**config.mk**
```make
export PLATFORM = sky130hd
export DESIGN_NAME = seq_arithmetic_unit
export DESIGN_NICKNAME = d
export VERILOG_FILES = /design/src/rtl/seq_arithmetic_unit.sv
export SDC_FILE = /design/constraint.sdc
export NUM_CORES = 1
export LEC_CHECK = 0
export ABC_AREA = 1
export BUFFER_PORTS_ARGS = -buffer_cell sky130_fd_sc_hd__buf_2
export CAP_MARGIN = 20
export CORE_MARGIN = 2
export CORE_UTILIZATION = 30
export DETAILED_ROUTE_END_ITERATION = 16
export MAX_ROUTING_LAYER = met4
export PLACE_DENSITY = 0.57
export SYNTH_ARGS = -nofsm -noshare
export SYNTH_HDL_FRONTEND = slang
export SYNTH_SLANG_ARGS = --single-unit
```
**constraint.sdc**
```tcl
create_clock -name clk -period 1.8 [get_ports clk]
set_input_delay 0.27 -clock clk [delete_from_list [all_inputs] [get_ports clk]]
set_output_delay 0.27 -clock clk [all_outputs]
set_load 0.03 [all_outputs]
```
**src/rtl/seq_arithmetic_unit.sv**
```systemverilog
// Sequential add/sub/shift-add multiply/restoring divide unit with a registered 2*WIDTH result.
// Optional divider datapath is compiled in with macro SEQ_AU_DIV_EN.
module seq_arithmetic_unit #(
  parameter int WIDTH = 4
) (
  input  logic               clk,
  input  logic               rst,
  input  logic               start,
  input  logic [WIDTH-1:0]   A,
  input  logic [WIDTH-1:0]   B,
  input  logic [1:0]         op,
  output logic               busy,
  output logic               done,
  output logic [2*WIDTH-1:0] result,
  output logic               zero,
  output logic               overflow
);

  localparam int CW = $clog2(WIDTH + 1);

  // state | meaning
  // IDLE  | waiting for start
  // CALC  | one multiply/divide iteration per cycle, busy=1
  // DONE  | done pulse, result valid; start re-accepted here
  typedef enum logic [1:0] {IDLE, CALC, DONE} state_t;

  state_t               state_q, state_d;
  logic [CW-1:0]        cnt_q, cnt_d;
  logic [2*WIDTH-1:0]   p_q, p_d;
  logic [WIDTH-1:0]     opnd_q, opnd_d;
  logic [2*WIDTH-1:0]   result_q, result_d;
  logic                 zero_q, zero_d;
  logic                 ovf_q, ovf_d;

  logic [WIDTH:0]       add_sum, sub_diff, mul_sum;
  logic [2*WIDTH-1:0]   mul_next, calc_next;
  logic                 accept;

`ifdef SEQ_AU_DIV_EN
  logic                 is_div_q, is_div_d;
  logic [WIDTH:0]       div_sh;
  logic                 div_ge;
  logic [WIDTH-1:0]     div_rem;
  logic [2*WIDTH-1:0]   div_next;
`endif

  always_ff @(posedge clk or posedge rst) begin
    if (rst) begin
      state_q  <= IDLE;
      cnt_q    <= '0;
      p_q      <= '0;
      opnd_q   <= '0;
      result_q <= '0;
      zero_q   <= 1'b1;
      ovf_q    <= 1'b0;
`ifdef SEQ_AU_DIV_EN
      is_div_q <= 1'b0;
`endif
    end else begin
      state_q  <= state_d;
      cnt_q    <= cnt_d;
      p_q      <= p_d;
      opnd_q   <= opnd_d;
      result_q <= result_d;
      zero_q   <= zero_d;
      ovf_q    <= ovf_d;
`ifdef SEQ_AU_DIV_EN
      is_div_q <= is_div_d;
`endif
    end
  end

  always_comb begin
    add_sum  = {1'b0, A} + {1'b0, B};
    sub_diff = {1'b0, A} - {1'b0, B};
    // Shift-add: upper half accumulates, multiplier bits retire from the LSB.
    mul_sum  = {1'b0, p_q[2*WIDTH-1:WIDTH]} + {1'b0, (p_q[0] ? opnd_q : {WIDTH{1'b0}})};
    mul_next = {mul_sum, p_q[WIDTH-1:1]};
`ifdef SEQ_AU_DIV_EN
    // Restoring divide: p holds {remainder, dividend/quotient}, quotient bit enters at LSB.
    div_sh   = p_q[2*WIDTH-1:WIDTH-1];
    div_ge   = (div_sh >= {1'b0, opnd_q});
    div_rem  = div_sh[WIDTH-1:0] - opnd_q;
    div_next = {(div_ge ? div_rem : div_sh[WIDTH-1:0]), p_q[WIDTH-2:0], div_ge};
    calc_next = is_div_q ? div_next : mul_next;
`else
    calc_next = mul_next;
`endif
    accept = start && (state_q != CALC);
  end

  always_comb begin
    state_d  = state_q;
    cnt_d    = cnt_q;
    p_d      = p_q;
    opnd_d   = opnd_q;
    result_d = result_q;
    ovf_d    = ovf_q;
`ifdef SEQ_AU_DIV_EN
    is_div_d = is_div_q;
`endif
    case (state_q)
      CALC: begin
        p_d   = calc_next;
        cnt_d = cnt_q - 1'b1;
        if (cnt_q == CW'(1)) begin
          result_d = calc_next;
          ovf_d    = 1'b0;
          state_d  = DONE;
        end
      end
      default: begin
        state_d = IDLE;
        if (accept) begin
          case (op)
            2'b00: begin
              result_d = {{WIDTH{1'b0}}, add_sum[WIDTH-1:0]};
              ovf_d    = add_sum[WIDTH];
              state_d  = DONE;
            end
            2'b01: begin
              result_d = {{WIDTH{1'b0}}, sub_diff[WIDTH-1:0]};
              ovf_d    = sub_diff[WIDTH];
              state_d  = DONE;
            end
            2'b10: begin
              p_d     = {{WIDTH{1'b0}}, B};
              opnd_d  = A;
              cnt_d   = CW'(WIDTH);
              state_d = CALC;
`ifdef SEQ_AU_DIV_EN
              is_div_d = 1'b0;
`endif
            end
            default: begin
`ifdef SEQ_AU_DIV_EN
              if (B == '0) begin
                result_d = {A, {WIDTH{1'b1}}};
                ovf_d    = 1'b1;
                state_d  = DONE;
              end else begin
                p_d      = {{WIDTH{1'b0}}, A};
                opnd_d   = B;
                cnt_d    = CW'(WIDTH);
                is_div_d = 1'b1;
                state_d  = CALC;
              end
`else
              result_d = '0;
              ovf_d    = 1'b1;
              state_d  = DONE;
`endif
            end
          endcase
        end
      end
    endcase
    zero_d = (result_d == '0);
  end

  assign busy     = (state_q == CALC);
  assign done     = (state_q == DONE);
  assign result   = result_q;
  assign zero     = zero_q;
  assign overflow = ovf_q;

endmodule

```
---- Word-level counts from Yosys, hierarchy flattened ----
Cells that the tools add are included.
storage, ports and cells
  bits in registers ....................... 27
  input bits .............................. 13
  output and inout port bits .............. 12
  word-level logic and storage cells ...... 47
cells by class
  $add $sub $neg .......................... 4
  equality and inequality tests ........... 8
  mux-type cells .......................... 19
  bitwise operators ....................... 1
  reductions and logical operators ........ 8
operators with widths
  cell                   number
  $mux W8                6
  $pmux W8 S3            1
  $add A4 B4 Y5          2
  $mux W3                3
  $logic_not A8 Y1       1
  $mux W2                4
  $reduce_and A3 Y1      2
  $sub A4 B4 Y5          1
  $eq A2 B1 Y1 const B   2
  $eq A2 B2 Y1 const B   2
  $mux W4                1
  $ne A2 B1 Y1 const B   2
  $reduce_bool A2 Y1     2
  $eq A3 B1 Y1 const B   1
  $mux W1                3
  $pmux W1 S3            1
  $sub A3 B1 Y3 const B  1
  $logic_not A2 Y1       1
  $ne A2 B2 Y1 const B   1
  $reduce_and A2 Y1      1
  $logic_and A1 B1 Y1    1
  $not A1 Y1             1

---- Depth between registers and ports, before layout ----
Gate-level depths: netlist of the first run.
  depth in word-level cells ............... 5
  depth in mapped cells ................... 14
  gate-level depth less buffers ........... 14

---- Worst setup path before layout of the first run ----
No wires, ideal clock.
  path type ............................... register -> register
  start ................................... register p_q[0]
  end ..................................... register zero_q, in the netlist zero
  library setup time ...................... 0.074 ns
  data arrival time ....................... 1.598 ns
  required time ........................... 1.726 ns
  path slack .............................. 0.128 ns
  stages on the path, launching flop included .. 15
  buffers on the path ..................... 0
  period minus slack after synthesis ...... 1.672 ns
  path through ............................ dfrtp_1 -> nand2_1 -> inv_1 -> ha_1 -> inv_1 -> fa_1 -> nand3b_1 -> nand2_1 -> nand2_1 -> nand2_1 -> inv_1 -> nand3_2 -> nor2_2 -> nand2_1 -> nor2_2
on the way
  longest elaborated chain between the ends .. 5
ends and longest elaborated chain
  item                    line  source
  start, declared         29    logic [2*WIDTH-1:0] p_q, p_d;
  start signal, assigned  62    p_q <= p_d;
  $mux W4                 77    mul_sum = {1'b0, p_q[2*WIDTH-1:WIDTH]} + {1'b0, (p_q[0] ? opnd_q : {WIDTH{1'b0}})};
  $add A4 B4 Y5           77
  $mux W8                 106   if (cnt_q == CW'(1)) begin
  $mux W8                 102   case (state_q)
  net result_d[7]         31    logic [2*WIDTH-1:0] result_q, result_d;
  $logic_not A8 Y1        158   zero_d = (result_d == '0);
  net zero_d              32    logic zero_q, zero_d;
  end signal, assigned    65    zero_q <= zero_d;
  end, declared           32
The timed path passes the listed nets, and every way through them passes these cells.
A chain may end at the register's enable or synchronous reset.

---- Worst setup path in the final report of the first run ----
  start ................................... register p_q[0]
  end ..................................... register zero_q, in the netlist zero
on the way
  longest elaborated chain between the ends .. 5
ends and longest elaborated chain
  item              line
  $mux W4           77
  $add A4 B4 Y5     77
  $mux W8           106
  $mux W8           102
  $logic_not A8 Y1  158
  net zero_d        32
The timed path passes the listed nets, and every way through them passes these cells.

==> results.txt, run 1 <==
* Cell types occupying the most area after synthesis: dfrtp_1 37%, nand2_1 12%, ha_1 9.9%
- Critical path startpoint: p_q[0]$_DFFE_PP0P_
* Die span in x: 80.9 um
* Beginning of the worst register-to-register path: p_q[0]$_DFFE_PP0P_
- The first detailed-routing pass took 4 iterations.
- Number of buffers added for setup after CTS: 0
- STA classifies the critical path endpoint as a register.
- The most critical setup path has its endpoint at zero$_DFF_PP1_.
- Once the floorplan was initialized, standard cells occupied 31.6% of the core.
- The critical path is of the reg -> reg type.
- In this run the mean area of a mapped cell was 7.95 um^2.
- Routed len/inst: 12.6 um
* Post-synthesis mux area share: 0%
* Data required time of the worst path: 2.01 ns
- Grt ovf: 0
- Leading area contributor after synthesis: dfrtp_1
* Yosys warning count: 0
- Counting the fill cells in the layout gives 587.
- Cells after synthesis: 223
- Global-route wire length before repair: 7060 um
- Met2 GRT Util: 23.2%
* Routability congestion estimate: 0.855
- Max Fanout on Critical Path: 2
- The count of endpoints failing hold in the final timing report came to 0.
- Total routed wirelength: 4110 um
- Multi-input logic area: 963 um^2
* Placed wire-length estimate after detailed placement: 3320 um
- Unrepaired setup endpoints after global routing: yes
* Share of the yosys chip area belonging to registers: 38.2%
- Cell class contributing the biggest share of worst-path delay: adder cells
* Number of nets still failing antenna checks after routing: 0
- Met3 global-route usage: 1.33%
- Among the stages of the critical path, the cell type that occurs most often is nand2_1.
- Pin count of the biggest net entering global routing: 28
* Largest stage delay on the critical path: 0.54 ns
- The synthesized netlist devotes 28.6% of its cell area to simple gates.
* Crit path depth: 11
- Final TNS setup: 0 ns
- H-tree levels: 1
* CTS Buf Count: 3
- Critical path buffer and inverter count: 2
- At the worst endpoint, the arrival time is 1.91 ns.
* Fraction of the mapped netlist area in adder cells: 13.3%
* Fraction of synthesized cell area taken by the top area cell type: 36.7%
- The number of antenna violations at the first check in global routing is 0.
- Slew at the pin with the worst max-slew slack: 0.258 ns
- On the final layout, the worst hold slack is 0.0157 ns.
- Layout cells sized above 1: 23.1%
- The run finished with clean final reports.
- For this run, the top clock speed supported by timing is 589 MHz.
- Post-Route Skew: 0.00661 ns
* Clock root buffer: clkbuf_8
- Power spread over the standard cell area amounts to 1110 mW/mm^2.
- The global routing stage identified its most utilized layer as met2.
* Vias per inst: 4.66
- Overall die area: 0.00654 mm^2
* Total vias in the final route: 1525
- When the netlist entered floorplanning its net count stood at 253.
- After floorplanning, the core was sized to cover 0.00561 mm^2.
* TritonCTS clock tree: built
- Max-slew violation count: 0
* Iteration-0 DRC count of the detailed router: 49
- Max Cap Viol: 0
- Maximum count of clock buffers along a single path: 2
- Sink count of the clock tree: 27
- Final setup slack of the worst path: 0.103 ns
- Netlist cell types: 29
- The analysis attributes to cell leakage a power of 1.15 nW.
- Setup violations, final: 0
- Port Buf Inserts: 24
- After clock tree synthesis, the clock-pin slew on the worst setup and hold paths is 0.10 ns.
- Prior to clock tree synthesis, the placed netlist has a worst setup slack of 0.0108 ns.
- Finished Core Util: 37.7%
- The die is 80.9 um tall.
- Minimum clock period: 1.70 ns
- For this run, the post-layout net count is 286.
- Number of global-route vias before repair: 1517
- In this run the tightest slew margin relative to its limit is 82.7%.
- The repair_antennas step left the layout with diodes totalling 0.
- In this run the register-to-register setup slack is 0.10 ns.
* FF-to-FF path depth: 11
- Summing the areas of all compound-gate instances in the mapped netlist gives 9.24% of the synthesized area.
- Worst path slowest cell: fa_2
* Area added between synthesis and finish: 19.2%
- The cell area that synthesis handed to floorplanning was 0.00177 mm^2.
* Residual DRC count: 0
* Peak supply drop: 0.503 mV
- The tightest min-delay check is of the in -> async type.
* Portion of the clock cycle consumed by the worst path in the final layout: 94.3%
- The initialized floorplan defines 27 standard-cell rows.
- I/O pin count: 25
- Across every metal layer, demand over resource in global routing totals 14.3%.
* FF/Latch Area: 677 um^2
- Global routing used 19.3% of the available met1 tracks.
- Latest clock arrival within the worst-skew pair: 0.27 ns
- Synth Register Bits: 27
* Largest family of logic cells by synthesized area: simple AND/OR/NAND/NOR gates
* Crit path launch type: register
* Xor/xnor cell area share of the yosys netlist: 0.494%
- Worst R2R End: zero$_DFF_PP1_
* Cell-by-cell listing of the critical path: nand2_1, inv_1, ha_2, inv_2, fa_2, nor2_2, nand2_1, nand4_1, nor2_1, nand2_1, nor2_2
-- cell type report --
type / count / share of cell area (%)
Inverter: 42 / 7.52
Timing Repair Buffer: 30 / 8.41
Sequential cell: 27 / 32.0
Tap cell: 72 / 4.26
Clock buffer: 3 / 1.95
Multi-Input combinational cell: 152 / 45.6
Clock inverter: 1 / 0.237
-- layer usage --
| layer | vias up | routed length (um) |
|---|---|---|
| li1 | 780 | - |
| met1 | 717 | 2040 |
| met2 | 26 | 1920 |
| met3 | 2 | 110 |
| met4 | 0 | 34 |
| met5 | - | 0 |
-- worst min path at each step --
stage               startpoint                      to  slack [ns]  depth (start not counted)
global route               rst      p_q[4]$_DFFE_PP0P_        0.03                          3
global placement           rst  state_q[0]$_DFFE_PP0P_        0.31                          3
floorplan                  rst    cnt_q[0]$_DFFE_PP0P_        0.32                          1
detailed placement         rst      p_q[4]$_DFFE_PP0P_        0.32                          3
CTS                        rst      p_q[4]$_DFFE_PP0P_        0.02                          3
finish                     rst      p_q[4]$_DFFE_PP0P_        0.02                          3
-- layout by cell type (no fill, tap or decap), types with 2 or more instances in the layout --
cell type and count:
a21oi_1 4, a21oi_2 2, a22oi_1 3, buf_2 24, buf_4 5, clkbuf_8 3, clkinv_2 2, dfrtp_1 26
fa_1 2, ha_1 11, ha_4 2, inv_1 39, inv_2 2, nand2_1 59, nand2_2 2, nand2_4 2
nand3_1 18, nand3_2 3, nand3b_1 4, nand4_1 3, nor2_1 6, nor2_2 3, nor2_4 3, o21ai_0 11
o21ai_1 2, o22ai_1 3
-- registers in the layout, indices dropped and copies added (netlist names) --
register / count
result: 8
cnt_q: 3
state_q: 2
p_q: 8
zero: 1
opnd_q: 4
overflow: 1
-- stage by stage --
| step | instances | area (um^2) | total power [mW] |
|---|---|---|---|
| 6_report | 327 | 2110 | 2.34 |
| 5_1_grt | 327 | 2110 | 2.54 |
| 4_1_cts | 327 | 2070 | 2.30 |
| 3_5_place_dp | 323 | 2020 | 1.95 |
| 3_3_place_gp | 323 | 2020 | 1.94 |
| 2_1_floorplan | 223 | 1770 | 1.65 |
-- worst min-delay path: stages --
cell    delay [ns]
buf_2         0.10
inv_1         0.09
buf_12        0.19
-- cells in the mapped netlist --
cell and instances:
a21oi_1 6, a22oi_1 3, a31oi_1 1, and2_4 1
buf_6 2, clkinv_2 1, dfrtp_1 26, dfstp_2 1
fa_1 3, ha_1 14, inv_1 40, inv_2 1
nand2_1 59, nand2_2 2, nand2_4 2, nand3_1 18
nand3_2 3, nand3b_1 4, nand4_1 3, nor2_1 7
nor2_2 3, nor2_4 2, nor3_1 1, o211ai_1 1
o21ai_0 11, o21ai_1 3, o221ai_1 1, o22ai_1 3
xnor2_1 1
-- timing repair --
action / in CTS / in global routing
resized for setup: 1 / 9
hold buffers: 0 / 0
setup endpoints to repair: 1 / 1
pin swaps: 0 / 2
-- power by group --
group          switching, mW  leakage [nW]  total (mW)  internal, mW
sequential             0.151         0.344       0.950         0.799
combinational          0.662         0.778        1.05         0.385
clock                  0.187        0.0255       0.342         0.155
total                   1.00          1.15        2.34          1.34
-- cell families (layout without fill, tap and decap cells) --
logic type      after synthesis  in the layout
buf+inv                      44             76
fa+ha+maj                    17             17
xor+xnor                      1              1
compound gates               29             29
flops                        27             27
simple gates                105            105
Note: power is estimated with default switching activity, not from simulation.
==> inputs of run 2 (changes only) <==
==> constraint.sdc (replaced) <==
create_clock -name clk -period 1.9 [get_ports clk]
set_input_delay 0.285 -clock clk [delete_from_list [all_inputs] [get_ports clk]]
set_output_delay 0.285 -clock clk [all_outputs]
set_load 0.03 [all_outputs]
==> results.txt, run 2 (same netlist as run 1, synthesis figures left out) <==
- After detailed placement, the design holds a cell count of 319.
- Clock-pin slew was measured on the worst setup and hold paths at 0.10 ns.
- The area growth from synthesis to layout is 14.5%.
- After filler insertion, the fill cell instance count of the layout stands at 607.
* Detailed-router iteration count before antenna repair: 4
* Vertical extent of the die: 80.9 um
* Net count reported at finish: 282
- Final setup slack of the worst path: 0.129 ns
- Before CTS, the worst setup slack after placement is 0.0742 ns.
- Headroom to the max-slew limit came out at 75.1%.
- Standard cell core area: 0.00561 mm^2
- I/O pin count: 25
* Post-route standard cell area excluding fillers: 0.00203 mm^2
- Portion of the clock cycle consumed by the worst path in the final layout: 93.2%
* Residual DRC count: 0
- Static Leak: 1.13 nW
* Worst path slowest cell: dfrtp_1
- Across all layers, the routed design uses 1509 vias.
* Global-route wire length before repair: 7420 um
- The die covers 0.00654 mm^2.
- H-tree levels: 1
- Finished Core Util: 36.2%
* CTS Buf Count: 3
- TritonCTS built the clock tree.
- STA classifies the critical path endpoint as a register.
- Achievable clock frequency: 565 MHz
- Max Cap Viol: 0
- The final-report max-slew violation count came to 0.
- In the final routed layout, each cell accounts on average for 12.8 um.
* Count of non-filler cells in the finished layout: 323
- The number of antenna violations at the first check in global routing came to 0.
- Measured in cells, the most critical reg-to-reg path has a length of 14.
* Post-Route Skew: 0.00262 ns
- Data on the critical path is required at its endpoint by 2.11 ns.
* Iteration-0 DRC count of the detailed router: 85
- Most frequent CP cell: nand2_1
* Worst hold path type: in -> async
- The number of buffers and inverters on the critical path is 3.
- After detailed routing, the number of vias per cell comes to 4.67.
- Cell class contributing the biggest share of worst-path delay: simple AND/OR/NAND/NOR gates
- Slew at the pin with the worst max-slew slack: 0.372 ns
* Crit path launch type: register
* Setup violations, final: 0
* Antenna diode count: 0
- For this configuration, the core starts out at a cell density of 31.6%.
- The largest single stage delay on the critical path is 0.42 ns.
- At the end of routability-driven placement, the weighted congestion stood at 0.862.
- Final Power: 2.14 mW
* Minimum clock period: 1.77 ns
* Global routing usage summed across all routing layers: 15.1%
* Layout cells sized above 1: 19.5%
- Unrepaired setup endpoints after global routing: yes
* Most used cells in the layout excluding fill and tap cells: 58 x nand2_1, 40 x inv_1, 26 x dfrtp_1, 24 x buf_2, 18 x nand3_1
* Number of nets still failing antenna checks after routing: 0
- The longest clock path from root to sink contains 2 buffers.
* Final hold vios: 0
- Total power density per cell area: 1050 mW/mm^2
- The run finished with clean final reports.
- Grt ovf: 0
- Crit Path Class: reg -> reg
- Placed standard-cell area: 0.00198 mm^2
- Clock root buffer: clkbuf_8
- Number of global-route vias before repair: 1659
* Cell Rows: 27
- Latest clock arrival within the worst-skew pair: 0.27 ns
* Cell-by-cell listing of the critical path: nand2_1, inv_1, ha_1, inv_1, fa_2, nand3b_1, nand2_1, nand2_1, nand2_2, inv_1, nand3_2, nor2_2, nand2_1, nor2_2
* Max Fanout on Critical Path: 5
- Input and output buffers added on the ports amount to 24.
* Number of buffers added for setup after CTS: 0
- Leaving out fill and tap cells, the most frequent cell in the layout is nand2_1.
- The clock drives 27 sinks.
- At the worst endpoint, the arrival time is 1.99 ns.
- For this block, the routed nets add up to 4140 um of wire.
- The worst-case IR drop observed on VDD is 0.349 mV.
- Pin count of the biggest net entering global routing: 28
- Crit path depth: 14
* Placed wire-length estimate after detailed placement: 3250 um
- Die span in x: 80.9 um
run 2: metrics by stage:
stage	hold WS, ns	TNS, ns
after floorplan	0.337	0
after global placement	0.365	0
after detailed placement	0.370	0
after CTS	0.0706	0
after global routing	0.0848	-0.0600
final	0.0603	0
run 2: routing by layer:
metal | up-vias | part of all wire (%) | global-route usage, %
li1 | 770 | - | -
met1 | 703 | 51 | 19.3
met2 | 28 | 45 | 24.6
met3 | 8 | 2.6 | 1.67
met4 | 0 | 1.8 | 5.59
met5 | - | 0 | -
run 2: what timing repair did:
item,4_1_cts,5_1_grt
gates resized for setup,0,3
hold buffers,0,0
endpoints found under the setup margin,0,1
run 2: where the power goes:
part           internal [mW]  total, mW  switching [mW]
clock                  0.147      0.332           0.185
sequential             0.757      0.899           0.141
combinational          0.309      0.908           0.599
total                   1.21       2.14           0.925
run 2: path summary, 6_finish.rpt:
| path | start | to | slack (ns) |
|---|---|---|---|
| worst max-delay path | p_q[0]$_DFFE_PP0P_ | zero$_DFF_PP1_ | 0.13 |
| worst min-delay path | rst | p_q[6]$_DFFE_PP0P_ | 0.06 |
| worst max register to register | p_q[0]$_DFFE_PP0P_ | zero$_DFF_PP1_ | 0.13 |
| worst min register to register | opnd_q[2]$_DFFE_PP0P_ | opnd_q[2]$_DFFE_PP0P_ | 0.50 |
| max in group asynchronous | rst | zero$_DFF_PP1_ | 1.54 |
| min in group clk | A[2] | opnd_q[2]$_DFFE_PP0P_ | 0.26 |
run 2: layout make-up:
class | count | area (um^2) | share of cell area [%]
repair buffers | 26 | 135 | 6.65
well taps | 72 | 90.1 | 4.44
inverters | 42 | 159 | 7.82
clock inverters | 1 | 5.00 | 0.246
multi-input cells | 152 | 923 | 45.5
clock buffers | 3 | 41.3 | 2.03
flip-flops and latches | 27 | 677 | 33.3
run 2: tightest hold or removal path, delay by kind of cell:
family | cells | cell delay, ns
buffers and inverters | 3 | 0.47
==> inputs of run 3 (changes only) <==
--- a/config.mk
+++ b/config.mk
@@ -13,6 +13,7 @@
 export DETAILED_ROUTE_END_ITERATION = 16
 export MAX_ROUTING_LAYER = met4
 export PLACE_DENSITY = 0.57
+export RECOVER_POWER = 25
 export SYNTH_ARGS = -nofsm -noshare
 export SYNTH_HDL_FRONTEND = slang
 export SYNTH_SLANG_ARGS = --single-unit
==> results.txt, run 3 (same netlist as run 1, synthesis figures left out) <==
- Area added between synthesis and finish: 14.3%
* Total routed wirelength: 4130 um
- I/O pin count: 25
- Outcome: complete, no violations
- Combinational fraction of design power: 42.4%
- Summed over all failing endpoints, the final setup total negative slack is 0 ns.
* Crit path launch type: register
* Cell Rows: 27
- Dividing the detail-routed wire length by the instance count gives 12.8 um.
- Switching power: 0.925 mW
- After filler insertion, the fill cell instance count of the layout stands at 609.
- The final-report max-slew violation count is 0.
* Cell count of the worst hold path: 3
- The floorplan step set the die height to 80.9 um.
- Met2 GRT Util: 24.6%
* Total power density per cell area: 1050 mW/mm^2
* Post-Route Skew: 0.00262 ns
- Count of non-filler cells in the finished layout: 323
* Most congested layer reported by global routing: met2
- The first global-routing pass estimated 7420 um of wire.
- Counting tap cells, the placed design contains a total of 319 instances.
* Layout cells sized above 1: 19.1%
- Standard cell core area: 0.00561 mm^2
* H-tree levels: 1
- The largest individual stage delay along the critical path comes from the cell dfrtp_1.
- Latest clock arrival within the worst-skew pair: 0.27 ns
- Antenna violations before repair: 0
- Sink count of the clock tree: 27
- Internal power comes to 1.21 mW.
* TritonCTS clock tree: built
* Leading cell type in the layout, fill and taps excluded: nand2_1
- Setup slack closes at 0.129 ns.
* Global routing usage summed across all routing layers: 15.1%
- Among the stages of the critical path, the cell type that occurs most often is nand2_1.
- Post-CTS repair changed the size of 0 cells.
- Counting along the longest clock path gives a buffer depth of 2.
- Prior to clock tree synthesis, the placed netlist has a worst setup slack of 0.0742 ns.
* Iteration-0 DRC count of the detailed router: 85
* Slew at the pin with the worst max-slew slack: 1.48 ns
- Static timing analysis puts the maximum clock frequency at 565 MHz.
- Entering global routing, the biggest net connects 28 pins.
- CTS Buf Count: 3
- Global routing consumed, on the met1 layer, 19.3% of the routing resources.
* Grt ovf: 0
* Die span in x: 80.9 um
- By startpoint and endpoint, the worst setup path is classified as reg -> reg.
- CTS placed an instance of clkbuf_8 at the clock tree root.
- Net count reported at finish: 282
- The final critical path takes up 93.2% of the cycle.
- Final hold vios: 0
- The first detailed-routing pass took 4 iterations.
* Max Cap Viol: 0
* Largest stage delay on the critical path: 0.42 ns
- Broken down by cell family, the worst path's largest delay share belongs to simple AND/OR/NAND/NOR gates.
- STA puts the critical path data required time at 2.11 ns.
- Routability congestion estimate: 0.862
* Switching part of the total power: 43.3%
- Sequential group share of total power: 42.0%
* Port Buf Inserts: 24
- Setup violations, final: 0
- For this run, design rule violations remaining after detail routing come to 0.
- Cell-by-cell listing of the critical path: nand2_1, inv_1, ha_1, inv_1, fa_2, nand3b_1, nand2_1, nand2_1, nand2_2, inv_1, nand3_2, nor2_2, nand2_1, nor2_2
- Peak supply drop: 0.349 mV
- Together, buffers and inverters on the worst path number 3.
- Minimum clock period: 1.77 ns
- Summed over all cells, the static leakage comes to 1.12 nW.
- The number of antenna diodes in the final layout is 0.
- Vias per inst: 4.67
* Min Hold Slack: 0.258 ns
* Number of buffers added for setup after CTS: 0
- Once the floorplan was initialized, standard cells occupied 31.6% of the core.
* Post-CTS Hold Buffers: 0
- Detailed placement ended at an HPWL of 3250 um.
- Along the worst path, the maximum fanout reaches 5.
- The critical path runs through a total of 14 cells.
- Once detail routing completed, the nets flagged for antenna violations numbered 0.
* Unrepaired setup endpoints after global routing: yes
- Met3 global-route usage: 1.67%
- The via count of the first global-routing pass came to 1659.
- The clock network is responsible for 15.5% of the overall power.
* Overall die area: 0.00654 mm^2
- Type of destination of the critical path: register
- Measured in cells, the most critical reg-to-reg path has a length of 14.
- Cells fill 36.1% of the core in the end.
- Worst max-slew margin expressed relative to the limit: 1.12%
* Signal arrival time at the worst endpoint: 1.99 ns
- For this block, the via count after detailed routing is 1509.
* Most used cells in the layout excluding fill and tap cells: 58 x nand2_1, 40 x inv_1, 26 x dfrtp_1, 24 x buf_2, 18 x nand3_1
- Worst hold path type: in -> reg
- After clock tree synthesis, the clock-pin slew on the worst setup and hold paths is 0.10 ns.
## run 3: changes by cell type in the layout (fill, tap and decap cells not counted), sizes merged
cell	change
clkbuf	+1
buf	-1
## run 3: path summary, 6_finish.rpt
check | start | end | slack [ns]
worst max-delay path | p_q[0]$_DFFE_PP0P_ | zero$_DFF_PP1_ | 0.13
worst min-delay path | A[2] | opnd_q[2]$_DFFE_PP0P_ | 0.26
worst max register to register | p_q[0]$_DFFE_PP0P_ | zero$_DFF_PP1_ | 0.13
worst min register to register | opnd_q[2]$_DFFE_PP0P_ | opnd_q[2]$_DFFE_PP0P_ | 0.50
max in group asynchronous | rst | result[6]$_DFF_PP0_ | 0.54
min in group asynchronous | rst | state_q[0]$_DFFE_PP0P_ | 0.50
## run 3: final cells by class
| type | count | area (um^2) | share of cell area, % |
|---|---|---|---|
| repair buffers | 26 | 131 | 6.48 |
| flip-flops and latches | 27 | 677 | 33.4 |
| clock inverters | 1 | 5.00 | 0.247 |
| multi-input cells | 152 | 923 | 45.6 |
| clock buffers | 3 | 41.3 | 2.04 |
| well taps | 72 | 90.1 | 4.44 |
| inverters | 42 | 159 | 7.84 |
## run 3: worst min-delay path, delay by kind of cell
kind / cells / cell delay, ns
buf+inv: 1 / 0.11
simple gates: 2 / 0.10
## run 3: layer usage
metal | vias up | wire length [um]
li1 | 770 | -
met1 | 703 | 2100
met2 | 28 | 1850
met3 | 8 | 108
met4 | 0 | 73
met5 | - | 0
## run 3: stage by stage
step | power (mW) | cell area [um^2]
global placement | 1.80 | 1980
floorplan | 1.56 | 1770
CTS | 2.15 | 2020
detailed placement | 1.82 | 1980
finish | 2.14 | 2030
global route | 2.34 | 2030
## run 3: power groups by stage
stage                     registers [mW]  logic (mW)  clock network [mW]
after floorplan                    0.974       0.588                   0
after global placement             0.907       0.897                   0
after detailed placement           0.907       0.912                   0
after CTS                          0.898       0.913               0.342
after global routing               0.923        1.05               0.365
final                              0.899       0.907               0.332
